File: src/rtl/cache_tg_pkg.sv
// Shared encodings for the cache traffic generator: run modes and FSM states.
package cache_tg_pkg;

  localparam logic [1:0] MODE_WR_ONLY = 2'd0;
  localparam logic [1:0] MODE_RD_ONLY = 2'd1;
  localparam logic [1:0] MODE_SEQ     = 2'd2;
  localparam logic [1:0] MODE_ALT     = 2'd3;

  typedef enum logic [1:0] {
    ST_IDLE    = 2'd0,
    ST_WAIT_WR = 2'd1,
    ST_WAIT_RD = 2'd2,
    ST_DONE    = 2'd3
  } tg_state_e;

endpackage

File: src/rtl/cache_tg_checker.sv
// Read-data checker: counts mismatches (saturating) and captures the address
// of the first mismatch since the last clear.
module cache_tg_checker #(
  parameter int ADDR_W = 27,
  parameter int DATA_W = 32,
  parameter int ERR_W  = 16
) (
  input  logic              clk,
  input  logic              rstn,
  input  logic              clear,
  input  logic              chk_vld,
  input  logic [DATA_W-1:0] rd_data,
  input  logic [DATA_W-1:0] exp_data,
  input  logic [ADDR_W-1:0] addr,
  output logic [ERR_W-1:0]  err_count,
  output logic [ADDR_W-1:0] first_err_addr
);

  logic seen;
  logic mis;

  assign mis = chk_vld && (rd_data != exp_data);

  always_ff @(posedge clk or negedge rstn) begin
    if (!rstn) begin
      err_count      <= '0;
      first_err_addr <= '0;
      seen           <= 1'b0;
    end else if (clear) begin
      err_count      <= '0;
      first_err_addr <= '0;
      seen           <= 1'b0;
    end else if (mis) begin
      if (err_count != '1) err_count <= err_count + ERR_W'(1);
      if (!seen) begin
        seen           <= 1'b1;
        first_err_addr <= addr;
      end
    end
  end

endmodule

File: src/rtl/cache_traffic_gen.sv
// Core-side cache traffic generator: issues strided write/read sequences,
// waits on the cache fin handshakes and checks read data against seed+i.
module cache_traffic_gen
  import cache_tg_pkg::*;
#(
  parameter int                ADDR_W  = 27,
  parameter int                DATA_W  = 32,
  parameter int                CNT_W   = 10,
  parameter logic [ADDR_W-1:0] STRIDE  = 27'h080_140C,
  parameter int                TIMEOUT = 1024,
  parameter int                ERR_W   = 16
) (
  input  logic              clk,
  input  logic              rstn,
  input  logic              start,
  input  logic [1:0]        mode,
  input  logic [CNT_W-1:0]  num_ops,
  input  logic [ADDR_W-1:0] base_addr,
  input  logic [DATA_W-1:0] seed,
  input  logic              check_en,
  input  logic              cache2core_wr_fin,
  input  logic              cache2core_rd_fin,
  input  logic [DATA_W-1:0] cache2core_rd_data,
  output logic [ADDR_W-1:0] core2cache_rd_addr,
  output logic [ADDR_W-1:0] core2cache_wr_addr,
  output logic [DATA_W-1:0] core2cache_wr_data,
  output logic              core2cache_rd_en,
  output logic              core2cache_wr_en,
  output logic              busy,
  output logic              done,
  output logic              timeout,
  output logic [ERR_W-1:0]  err_count,
  output logic [ADDR_W-1:0] first_err_addr,
  output logic [31:0]       cycle_count
);

  localparam int               TO_W    = $clog2(TIMEOUT + 1);
  localparam logic [TO_W-1:0]  TO_LAST = TO_W'(TIMEOUT - 1);

  tg_state_e         state, state_n;
  logic [1:0]        mode_q;
  logic [CNT_W-1:0]  nops_q, idx, idx_n;
  logic [ADDR_W-1:0] base_q, cur_addr, addr_n;
  logic [DATA_W-1:0] seed_q, cur_data, data_n;
  logic              chk_q;
  logic [TO_W-1:0]   wait_cnt;
  logic              go, issue_wr, issue_rd, finish, to_hit;
  logic              wr_acc, rd_acc, last;

  always_ff @(posedge clk or negedge rstn) begin
    if (!rstn) state <= ST_IDLE;
    else       state <= state_n;
  end

  // Next op selection; cur_addr/cur_data always describe the op in flight.
  always_comb begin
    state_n  = state;
    idx_n    = idx;
    addr_n   = cur_addr;
    data_n   = cur_data;
    go       = 1'b0;
    issue_wr = 1'b0;
    issue_rd = 1'b0;
    finish   = 1'b0;
    to_hit   = 1'b0;
    wr_acc   = (state == ST_WAIT_WR) && cache2core_wr_fin;
    rd_acc   = (state == ST_WAIT_RD) && cache2core_rd_fin;
    last     = (idx == nops_q - CNT_W'(1));
    case (state)
      ST_IDLE: if (start) begin
        go     = 1'b1;
        idx_n  = '0;
        addr_n = base_addr;
        data_n = seed;
        if (num_ops == '0)              finish   = 1'b1;
        else if (mode == MODE_RD_ONLY)  issue_rd = 1'b1;
        else                            issue_wr = 1'b1;
      end
      ST_WAIT_WR: if (wr_acc) begin
        if (mode_q == MODE_ALT) begin
          issue_rd = 1'b1;
        end else if (!last) begin
          idx_n    = idx + CNT_W'(1);
          addr_n   = cur_addr + STRIDE;
          data_n   = cur_data + DATA_W'(1);
          issue_wr = 1'b1;
        end else if (mode_q == MODE_SEQ) begin
          idx_n    = '0;
          addr_n   = base_q;
          data_n   = seed_q;
          issue_rd = 1'b1;
        end else begin
          finish = 1'b1;
        end
      end else if (wait_cnt == TO_LAST) begin
        to_hit = 1'b1;
      end
      ST_WAIT_RD: if (rd_acc) begin
        if (last) begin
          finish = 1'b1;
        end else begin
          idx_n  = idx + CNT_W'(1);
          addr_n = cur_addr + STRIDE;
          data_n = cur_data + DATA_W'(1);
          if (mode_q == MODE_ALT) issue_wr = 1'b1;
          else                    issue_rd = 1'b1;
        end
      end else if (wait_cnt == TO_LAST) begin
        to_hit = 1'b1;
      end
      ST_DONE: state_n = ST_IDLE;
      default: state_n = ST_IDLE;
    endcase
    if (issue_wr)              state_n = ST_WAIT_WR;
    else if (issue_rd)         state_n = ST_WAIT_RD;
    else if (finish || to_hit) state_n = ST_DONE;
  end

  always_ff @(posedge clk or negedge rstn) begin
    if (!rstn) begin
      mode_q             <= '0;
      nops_q             <= '0;
      base_q             <= '0;
      seed_q             <= '0;
      chk_q              <= 1'b0;
      idx                <= '0;
      cur_addr           <= '0;
      cur_data           <= '0;
      wait_cnt           <= '0;
      core2cache_rd_addr <= '0;
      core2cache_wr_addr <= '0;
      core2cache_wr_data <= '0;
      core2cache_rd_en   <= 1'b0;
      core2cache_wr_en   <= 1'b0;
      busy               <= 1'b0;
      done               <= 1'b0;
      timeout            <= 1'b0;
      cycle_count        <= '0;
    end else begin
      core2cache_wr_en <= issue_wr;
      core2cache_rd_en <= issue_rd;
      done             <= finish || to_hit;
      idx              <= idx_n;
      cur_addr         <= addr_n;
      cur_data         <= data_n;
      if (issue_wr) begin
        core2cache_wr_addr <= addr_n;
        core2cache_wr_data <= data_n;
      end
      if (issue_rd) core2cache_rd_addr <= addr_n;
      if (issue_wr || issue_rd) wait_cnt <= '0;
      else if (state == ST_WAIT_WR || state == ST_WAIT_RD) wait_cnt <= wait_cnt + TO_W'(1);
      if (go) begin
        mode_q      <= mode;
        nops_q      <= num_ops;
        base_q      <= base_addr;
        seed_q      <= seed;
        chk_q       <= check_en;
        timeout     <= 1'b0;
        cycle_count <= '0;
        busy        <= (num_ops != '0);
      end else begin
        if (busy) cycle_count <= cycle_count + 32'd1;
        if (finish || to_hit) busy <= 1'b0;
        if (to_hit) timeout <= 1'b1;
      end
    end
  end

  cache_tg_checker #(
    .ADDR_W (ADDR_W),
    .DATA_W (DATA_W),
    .ERR_W  (ERR_W)
  ) u_checker (
    .clk            (clk),
    .rstn           (rstn),
    .clear          (go),
    .chk_vld        (rd_acc && chk_q),
    .rd_data        (cache2core_rd_data),
    .exp_data       (cur_data),
    .addr           (cur_addr),
    .err_count      (err_count),
    .first_err_addr (first_err_addr)
  );

endmodule

File: config.mk
export PLATFORM = sky130hd
export DESIGN_NAME = cache_traffic_gen
export DESIGN_NICKNAME = d
export VERILOG_FILES = /design/src/rtl/cache_tg_pkg.sv /design/src/rtl/cache_tg_checker.sv /design/src/rtl/cache_traffic_gen.sv
export SDC_FILE = /design/constraint.sdc
export NUM_CORES = 1
export LEC_CHECK = 0
export ABC_AREA = 1
export BUFFER_PORTS_ARGS = -buffer_cell sky130_fd_sc_hd__buf_2
export CAP_MARGIN = 10
export CORE_MARGIN = 2
export CORE_UTILIZATION = 30
export CTS_CLUSTER_DIAMETER = 40
export CTS_CLUSTER_SIZE = 16
export DETAILED_ROUTE_END_ITERATION = 8
export SYNTH_ARGS = -nofsm -noshare
export SYNTH_HDL_FRONTEND = slang
export SYNTH_HIERARCHICAL = 1
export SYNTH_SLANG_ARGS = --single-unit
export TNS_END_PERCENT = 5
File: constraint.sdc
create_clock -name clk -period 3 [get_ports clk]
set_input_delay 0.6 -clock clk [delete_from_list [all_inputs] [get_ports clk]]
set_output_delay 0.6 -clock clk [all_outputs]
set_load 0.05 [all_outputs]
# After elaboration in Yosys (flattened, before gate mapping)

Cells that the tools add are included.
Widths: inputs -> output; s select.

Register bits after elaboration: 321
Word-level logic and storage cells: 147
Output and inout bits: 166
Input port bits: 109

Reduce and logical (&&, ||, !) cells: 21
Equal/unequal tests: 17
Multiplexer cells: 80
Add/sub/neg operators: 7

Operators with widths:

| cell                   | number |
|---|---|
| $mux 32                | 9 |
| $mux 27                | 10 |
| $pmux 32 s3            | 1 |
| $pmux 27 s3            | 1 |
| $mux 10                | 7 |
| $add 32x1->32 const B  | 2 |
| $mux 16                | 3 |
| $mux 1                 | 38 |
| $ne 32x32->1           | 1 |
| $pmux 10 s3            | 1 |
| $add 27x24->27 const B | 1 |
| $mux 11                | 2 |
| $add 16x1->16 const B  | 1 |
| $ne 16x16->1 const B   | 1 |
| $ne 2x2->1 const B     | 6 |
| $reduce_bool 2->1      | 6 |
| $add 11x1->11 const B  | 1 |
| $eq 11x10->1 const B   | 1 |
| $add 10x1->10 const B  | 1 |
| $eq 10x10->1           | 1 |
| $logic_not 10->1       | 1 |
| $reduce_bool 10->1     | 1 |
| $sub 10x1->10 const B  | 1 |
| $pmux 1 s3             | 3 |
| 12 further kinds       | 25 |

# Longest topological paths before layout

Gate-level depths: netlist of the first run.

Depth in word-level cells: 10
Gate-level depth with buffers: 20
Mapped depth without buffers: 19

# By module

The synthesis of the first run kept the hierarchy.

Modules (own cells, without submodules):

| module            | cells an instance | times used | area each (um^2) |
|---|---|---|---|
| cache_traffic_gen | 2271              | 1          | 15966.6 |
| cache_tg_checker  | 418               | 1          | 2919.0 |

# Least setup slack after synthesis of the first run

No wires, ideal clock.

Kind: reg2reg
Start point: register state[0]
End point: register u_checker.err_count[11]
Library setup time: 0.119 ns
Path buffers: 5
Cell stages (with the launch flop): 13
Arrival time: 2.432 ns
Required time: 2.881 ns
Path slack: 0.450 ns
Clock period less this slack: 2.550 ns
Cell sequence: dfrtp_1 inv_1 ha_1 nand2_1 inv_1 clkbuf_1 clkbuf_1 buf_1 clkbuf_1 inv_2 clkbuf_1 nand3_1 nand2_1

Elaborated cells on any way between the ends: 10

RTL lines:

| item                               | line                    | text |
|---|---|---|
| from (decl)                        | cache_traffic_gen.sv:40 | `tg_state_e state, state_n;` |
| from (signal assigned)             | cache_traffic_gen.sv:52 | `else state <= state_n;` |
| $logic_not 2->1 *                  | cache_traffic_gen.sv:69 | `case (state)` |
| $mux 1 *                           | cache_traffic_gen.sv:69 |  |
| named net go                       | cache_traffic_gen.sv:47 | `logic go, issue_wr, issue_rd, finish, to_hit;` |
| $reduce_bool 2->1 (no source line) | --                      |  |
| $reduce_and 2->1 (no source line)  | --                      |  |
| to (signal assigned)               | cache_tg_checker.sv:34  | `if (err_count != '1) err_count <= err_count + ERR_W'(1);` |
| to (decl)                          | cache_tg_checker.sv:15  | `output logic [ERR_W-1:0] err_count,` |

Mark *: on every way through the listed nets, which the timed path passes. The rest lies on a longest branch.
A chain may end at the register's enable or synchronous reset.

# Worst setup path in the final report of the first run

Start point: register nops_q[0]
End point: register core2cache_wr_data[1]

Longest elaborated chain between the ends: 6
Elaborated cells on any way between the ends: 14

RTL lines:

| item                                      | line                     | text |
|---|---|---|
| from (decl)                               | cache_traffic_gen.sv:42  | `logic [CNT_W-1:0] nops_q, idx, idx_n;` |
| from (signal assigned)                    | cache_traffic_gen.sv:155 | `nops_q <= num_ops;` |
| $sub 10x1->10 *                           | cache_traffic_gen.sv:68  | `last = (idx == nops_q - CNT_W'(1));` |
| $eq 10x10->1 *                            | cache_traffic_gen.sv:68  |  |
| $mux 32 or $mux 1 (tied branches)         | cache_traffic_gen.sv:82  | `end else if (!last) begin` |
| $mux 32 or $mux 1 (tied branches)         | cache_traffic_gen.sv:80  | `if (mode_q == MODE_ALT) begin` |
| $mux 32 or $mux 1 (tied branches)         | cache_traffic_gen.sv:79  | `ST_WAIT_WR: if (wr_acc) begin` |
| $pmux 32 s3 or $pmux 1 s3 (tied branches) | cache_traffic_gen.sv:69  |  |
| to (signal assigned)                      | cache_traffic_gen.sv:148 | `core2cache_wr_data <= data_n;` |
| to (decl)                                 | cache_traffic_gen.sv:26  | `output logic [DATA_W-1:0] core2cache_wr_data,` |

Mark *: on every way between the ends. The rest lies on a longest branch, timed or not.

==> results.sh, run 1 <==
export IMPL_slew_viol_final=0
export IMPL_ys_warn_count=6
export IMPL_core_area_sq_um=61900
export IMPL_post_route_cell_area_sq_um=23800
export IMPL_cts_buffers=68
export IMPL_reg2reg_depth=17
export IMPL_fin_crit_ps=2730
export IMPL_finalCritPeriodShare_pct=90.8
export IMPL_finalNonFillerCells=3879
export IMPL_synth_fp_nets=2809
export IMPL_postCtsSetupBuffers=0
export IMPL_cp_start_kind="flip-flop"
export IMPL_gr_usage_all_layers_pct=20.6
export IMPL_worstHoldPathCells=3
export IMPL_grt_pass1_vias=17600
export IMPL_final_common_cell="nand2_1"
export IMPL_dpl_hpwl_mm=47.4
export IMPL_syn_inst=2689
export IMPL_r2r_start="nops_q[0]"
export IMPL_postPlaceCellArea_sq_um=21500
export IMPL_gr_total_overflow=0
export IMPL_rows=91
export IMPL_cp_data_required_time_ps=3500
export IMPL_vias_per_cell=4.88
export IMPL_crit_type="flip-flop to flip-flop"
export IMPL_synth_area_leaders="dfrtp_1 43%, nand2_1 20%, inv_1 5.0%"
export IMPL_synthDistinctLibCells=51
export IMPL_total_power_w=0.0300
export IMPL_hold_violations=0
export IMPL_highest_layer="met5"
export IMPL_yosysTopAreaCell="dfrtp_1"
export IMPL_power_density_nw_per_um2=1260
export IMPL_ys_seq_area_share_pct=42.5
export IMPL_clock_power_share_pct=24.7
export IMPL_h_tree_depth=3
export IMPL_synth_top_cell_area_share_pct=42.5
export IMPL_hp_class="primary input to flip-flop"
export IMPL_r2r_slack_ps=270
export IMPL_hold_start="seed[2]"
export IMPL_chipWidth_microns=255
export IMPL_die_area_sq_um=65000
export IMPL_end_kind="flip-flop"
export IMPL_slew_headroom_pct=57.8
export IMPL_final_layout_size_suffix_gt1_share_pct=17.0
export IMPL_cts_tree="built"
export IMPL_worstMarginPinSlew_ps=628
export IMPL_antenna_found_initial=9
export IMPL_syn_area_per_cell_sq_um=7.02
export IMPL_grt_max_degree=107
export IMPL_routabilityCongestion=0.898
export IMPL_ys_seq_elements=321
export IMPL_die_h_microns=255
export IMPL_grt_pass1_wl_mm=104
export IMPL_clock_latency_ps=610
export IMPL_ant_nets=0
export IMPL_status="finished, final reports clean"
export IMPL_met2_length_mm=29.1
export IMPL_max_cap_violations=0
export IMPL_p_comb_share_pct=49.7
export IMPL_netlist_area_sq_um=18900
export IMPL_cts_buffer_depth=3
export IMPL_nets=3104
export IMPL_seq_power_share_pct=25.7
export IMPL_r2r_end="core2cache_wr_data[1]"
export IMPL_start_util_pct=30.5
export IMPL_ios=275
export IMPL_p_switching_w=0.0149
export IMPL_vias=18900
export IMPL_p_leak_nw=12.4
export IMPL_fmax_ghz=0.367
export IMPL_setup_viol=0
export IMPL_dpl_cell_count=3750
export IMPL_io_buffers=274
export IMPL_drt_first_pass_iters=6
export IMPL_wl_mm=67.8
export IMPL_final_cell_mix="1001 x nand2_1, 321 x dfrtp_1, 273 x buf_2"
export IMPL_path_max_fanout=43
export IMPL_cts_sinks=321
export IMPL_clk_pin_slew_ps=50
export IMPL_cts_root_buf="clkbuf_16"
export IMPL_fin_skew_ps=32.0
export IMPL_drcViolationCount=0
export IMPL_wl_met3_mm=5.46
export IMPL_wire_per_inst_microns=17.5
export IMPL_met1_length_mm=31.2
export IMPL_p_int_w=0.0151
export IMPL_switching_share_pct=49.5
export IMPL_hold_end="seed_q[2]"
export IMPL_drt_iter0_drc=1552
export IMPL_rsz0062_at_grt="true"
export IMPL_area_delta_synth_final_pct=26.1
export IMPL_peakVddDrop_mv=0.784
export IMPL_crit_arrival_ps=3220
-- metrics by stage --
stage	setup TNS (ps)	util, %	worst slack [ps]	hold slack, ps
after floorplan	0	-	450	304
after global placement	0	34.7	296	448
after detailed placement	0	34.7	196	457
after CTS	0	38.4	176	199
after global routing	-22.6	38.4	-21.1	212
final	0	38.4	275	223
-- power groups by stage --
stage / logic [W] / registers, W / clock network (W)
2_1_floorplan: 0.00796 / 0.00992 / 0
3_3_place_gp: 0.0147 / 0.00772 / 0
3_5_place_dp: 0.0148 / 0.00772 / 0
4_1_cts: 0.0149 / 0.00769 / 0.00754
5_1_grt: 0.0165 / 0.00792 / 0.00777
6_report: 0.0149 / 0.00770 / 0.00741
-- cells in the mapped netlist (all sizes together) --
library cell	n
a22oi	34
nor4	6
clkinv	5
a31oi	7
a21boi	1
ha	11
a311oi	1
a211oi	1
buf	49
a31o	1
xnor2	35
o21bai	11
nand2	1018
xor2	54
nand4	41
and3	1
o21ai	152
and2	3
nor3	49
dfrtp	321
a221oi	7
a21oi	136
or2	12
nor2	206
nand3b	5
o221ai	1
clkbuf	70
o21a	20
o31ai	1
nand3	152
o211ai	17
nor3b	1
inv	260
-- what timing repair did --
| action | in CTS | in global routing |
|---|---|---|
| setup endpoints to repair | 0 | 103 |
| gates resized for setup | 0 | 12 |
| hold buffers | 1 | 0 |
| hold endpoints to repair | 30 | 0 |
-- layout make-up --
type	instances	area, sq um
antenna	4	10.0
clock buffer	84	1860
inverter	265	1000
fill	6568	38100
tap	837	1050
multi-input combinational	1984	9360
sequential	321	8030
timing repair buffer	344	2110
clock inverter	40	384
-- cells by family (layout without fill, tap and decap cells) --
family                   after synthesis  count (layout)  share of synthesized area, %
AO/OA/AOI/OAI                        390             390                          11.8
XOR/XNOR                              89              89                          4.13
adder cells (fa/ha/maj)               11              11                         0.729
buffers and inverters                384             733                          8.12
flip-flops                           321             321                          42.5
other                                  0               4                             0
AND/OR/NAND/NOR                     1494            1494                          32.7
-- worst max-delay path, cell delays in order, from the launching register on --
cell	delay (ps)
dfrtp_1	400
inv_1	100
ha_1	170
inv_1	60
nor2_1	130
nand2_1	100
nor2_1	130
nor2_1	70
nor2_2	160
nand3_2	150
nand2_2	140
nor2_1	80
o21ai_4	260
inv_2	90
buf_12	200
or2_2	290
nand2_1	70
inv_1	30
-- routing by layer --
metal	GRT usage [%]	vias to the layer above
li1	-	9201
met1	29.1	8853
met2	30.7	735
met3	4.81	140
met4	7.02	8
met5	0	-
-- how the worst max path moves through the flow --
stage	cells after the start	to	start
after floorplan	12	u_checker/err_count[11]	state[0]
after global placement	17	core2cache_wr_data[1]	nops_q[0]
after detailed placement	18	core2cache_rd_addr[3]	nops_q[0]
after CTS	18	core2cache_rd_addr[3]	nops_q[0]
after global routing	17	core2cache_wr_addr[0]	nops_q[0]
final	17	core2cache_wr_data[1]	nops_q[0]
-- sequential cells by signal, summed over array words and instances, names as in the netlist --
signal	cells
core2cache_wr_data	32
mode_q	2
busy	1
done	1
cur_data	32
base_q	27
nops_q	10
u_checker/seen	1
core2cache_wr_en	1
wait_cnt	11
core2cache_wr_addr	27
idx	10
chk_q	1
u_checker/err_count	16
cur_addr	27
seed_q	32
state	2
core2cache_rd_addr	27
core2cache_rd_en	1
cycle_count	32
u_checker/first_err_addr	27
timeout	1
No activity file was read; power rests on OpenSTA's default activity.
==> inputs of run 2 (changes only) <==
==> constraint.sdc (replaced) <==
create_clock -name clk -period 3 [get_ports clk]
set_input_delay 0 -clock clk [delete_from_list [all_inputs] [get_ports clk]]
set_output_delay 0 -clock clk [all_outputs]
set_load 0.05 [all_outputs]
==> run 2 against run 1 <==
Sequential power about the same. Maximum frequency down 0.98%. Clock skew up 8.7 ps. Utilization up 1.4 points. Combinational power about the same. Via count up 1.5%. Non-clock buffer count up 91. Sequential cell count unchanged. Die area unchanged. Clock power down 3.2%. Cell area up 3.7%. Critical path type unchanged. Critical endpoint is now core2cache_wr_addr[23]. Largest cell class unchanged. Highest routed layer unchanged.
==> results.sh, run 2 (synthesis results as in run 1) <==
export IMPL_rsz0062_at_grt="false"
export IMPL_final_common_cell="nand2_1"
export IMPL_fin_crit_ps=2750
export IMPL_reg2reg_depth=18
export IMPL_cp_data_required_time_ps=3560
export IMPL_nets=3186
export IMPL_h_tree_depth=2
export IMPL_finalCritPeriodShare_pct=91.7
export IMPL_worstMarginPinSlew_ps=678
export IMPL_wl_mm=69.0
export IMPL_setup_viol=0
export IMPL_p_switching_w=0.0149
export IMPL_fin_skew_ps=40.7
export IMPL_vias_per_cell=4.86
export IMPL_cts_buffer_depth=3
export IMPL_start_util_pct=30.5
export IMPL_slew_viol_final=0
export IMPL_dpl_hpwl_mm=47.8
export IMPL_grt_pass1_wl_mm=107
export IMPL_die_h_microns=255
export IMPL_io_buffers=274
export IMPL_slew_headroom_pct=54.8
export IMPL_max_cap_violations=0
export IMPL_final_layout_size_suffix_gt1_share_pct=16.6
export IMPL_switching_share_pct=49.4
export IMPL_clock_power_share_pct=23.8
export IMPL_ios=275
export IMPL_hold_violations=0
export IMPL_grt_max_degree=91
export IMPL_drt_first_pass_iters=6
export IMPL_rows=91
export IMPL_die_area_sq_um=65000
export IMPL_cts_buffers=59
export IMPL_hp_class="primary input to flip-flop"
export IMPL_clk_pin_slew_ps=60
export IMPL_total_power_w=0.0301
export IMPL_core_area_sq_um=61900
export IMPL_vias=19200
export IMPL_status="finished, final reports clean"
export IMPL_fin_setup_tns_ps=0
export IMPL_crit_arrival_ps=3310
export IMPL_p_leak_nw=12.7
export IMPL_grt_pass1_vias=18700
export IMPL_seq_power_share_pct=25.7
export IMPL_p_comb_share_pct=50.5
export IMPL_cts_tree="built"
export IMPL_gr_usage_all_layers_pct=21.1
export IMPL_gr_total_overflow=0
export IMPL_end_kind="flip-flop"
export IMPL_worstHoldPathCells=4
export IMPL_cts_sinks=321
export IMPL_drt_iter0_drc=1582
export IMPL_clock_latency_ps=650
export IMPL_antenna_found_initial=1
export IMPL_final_cell_mix="998 x nand2_1, 321 x dfrtp_1, 273 x buf_2"
export IMPL_fmax_ghz=0.363
export IMPL_wire_per_inst_microns=17.5
export IMPL_power_density_nw_per_um2=1220
export IMPL_area_delta_synth_final_pct=30.7
export IMPL_routabilityCongestion=0.899
export IMPL_path_max_fanout=14
export IMPL_ant_nets=0
export IMPL_cp_start_kind="flip-flop"
export IMPL_crit_type="flip-flop to flip-flop"
export IMPL_chipWidth_microns=255
export IMPL_drcViolationCount=0
export IMPL_p_int_w=0.0152
export IMPL_cts_root_buf="clkbuf_16"
export IMPL_peakVddDrop_mv=0.512
[run 2: timing repair]
| action | 4_1_cts | 5_1_grt |
|---|---|---|
| hold endpoints to repair | 525 | 0 |
| buffers inserted | 0 | 2 |
| gates resized for setup | 1 | 24 |
| pin swaps | 0 | 3 |
| setup endpoints to repair | 11 | 137 |
| cloned | 0 | 2 |
| hold buffers | 89 | 0 |
[run 2: per-layer routing]
metal  up-vias  part of all wire [%]  track usage, %
li1       9371                     -               -
met5         -                 0.019               0
met1      8999                    46            29.5
met2       717                    43            32.5
met3       140                   7.3            4.08
met4         2                   3.1            7.22
[run 2: final cells by class]
type	instances	area, sq um
diodes	1	2.50
clock buffers	66	1550
clock inverters	45	592
fillers	6531	37300
inverters	265	1000
multi-input cells	1984	9390
flip-flops and latches	321	8030
well taps	837	1050
repair buffers	435	3070
[run 2: through the flow]
step	utilization (%)	hold slack [ps]	std cells	setup slack, ps	instance area (sq um)
floorplan	-	-296	2689	450	18900
global placement	34.7	-106	3749	18.6	21500
detailed placement	34.7	-107	3749	-76.0	21500
CTS	39.6	94.8	3949	6.66	24500
global route	39.8	114	3953	0.990	24700
finish	39.8	122	3954	248	24700
[run 2: final timing paths]
path / endpoint / slack, ps / from
max in group asynchronous: core2cache_wr_data[0] / 1950 / rstn
min in group asynchronous: cycle_count[30] / 500 / rstn
setup reg to reg: core2cache_wr_addr[23] / 250 / nops_q[0]
hold reg to reg: cycle_count[31] / 460 / cycle_count[31]
setup / recovery: core2cache_wr_addr[23] / 250 / nops_q[0]
hold / removal: seed_q[26] / 120 / seed[26]
[run 2: power groups by stage]
stage	Sequential [W]	Combinational, W	Clock (W)
floorplan	0.00992	0.00796	0
global placement	0.00776	0.0146	0
detailed placement	0.00775	0.0148	0
CTS	0.00771	0.0150	0.00730
global route	0.00796	0.0169	0.00750
finish	0.00772	0.0152	0.00717
[run 2: worst max-delay path, stage by stage (launching register included)]
cell	delay [ps]
dfrtp_1	410
inv_1	110
ha_1	180
inv_1	50
nor2_1	120
nand2_1	110
nor2_2	120
nor2_1	60
nor2_2	170
nand3_1	150
nor2_4	160
buf_6	180
nand2_1	130
nand3_1	150
buf_12	200
a21oi_1	90
nand2_1	140
nand2_1	70
nand2_1	60
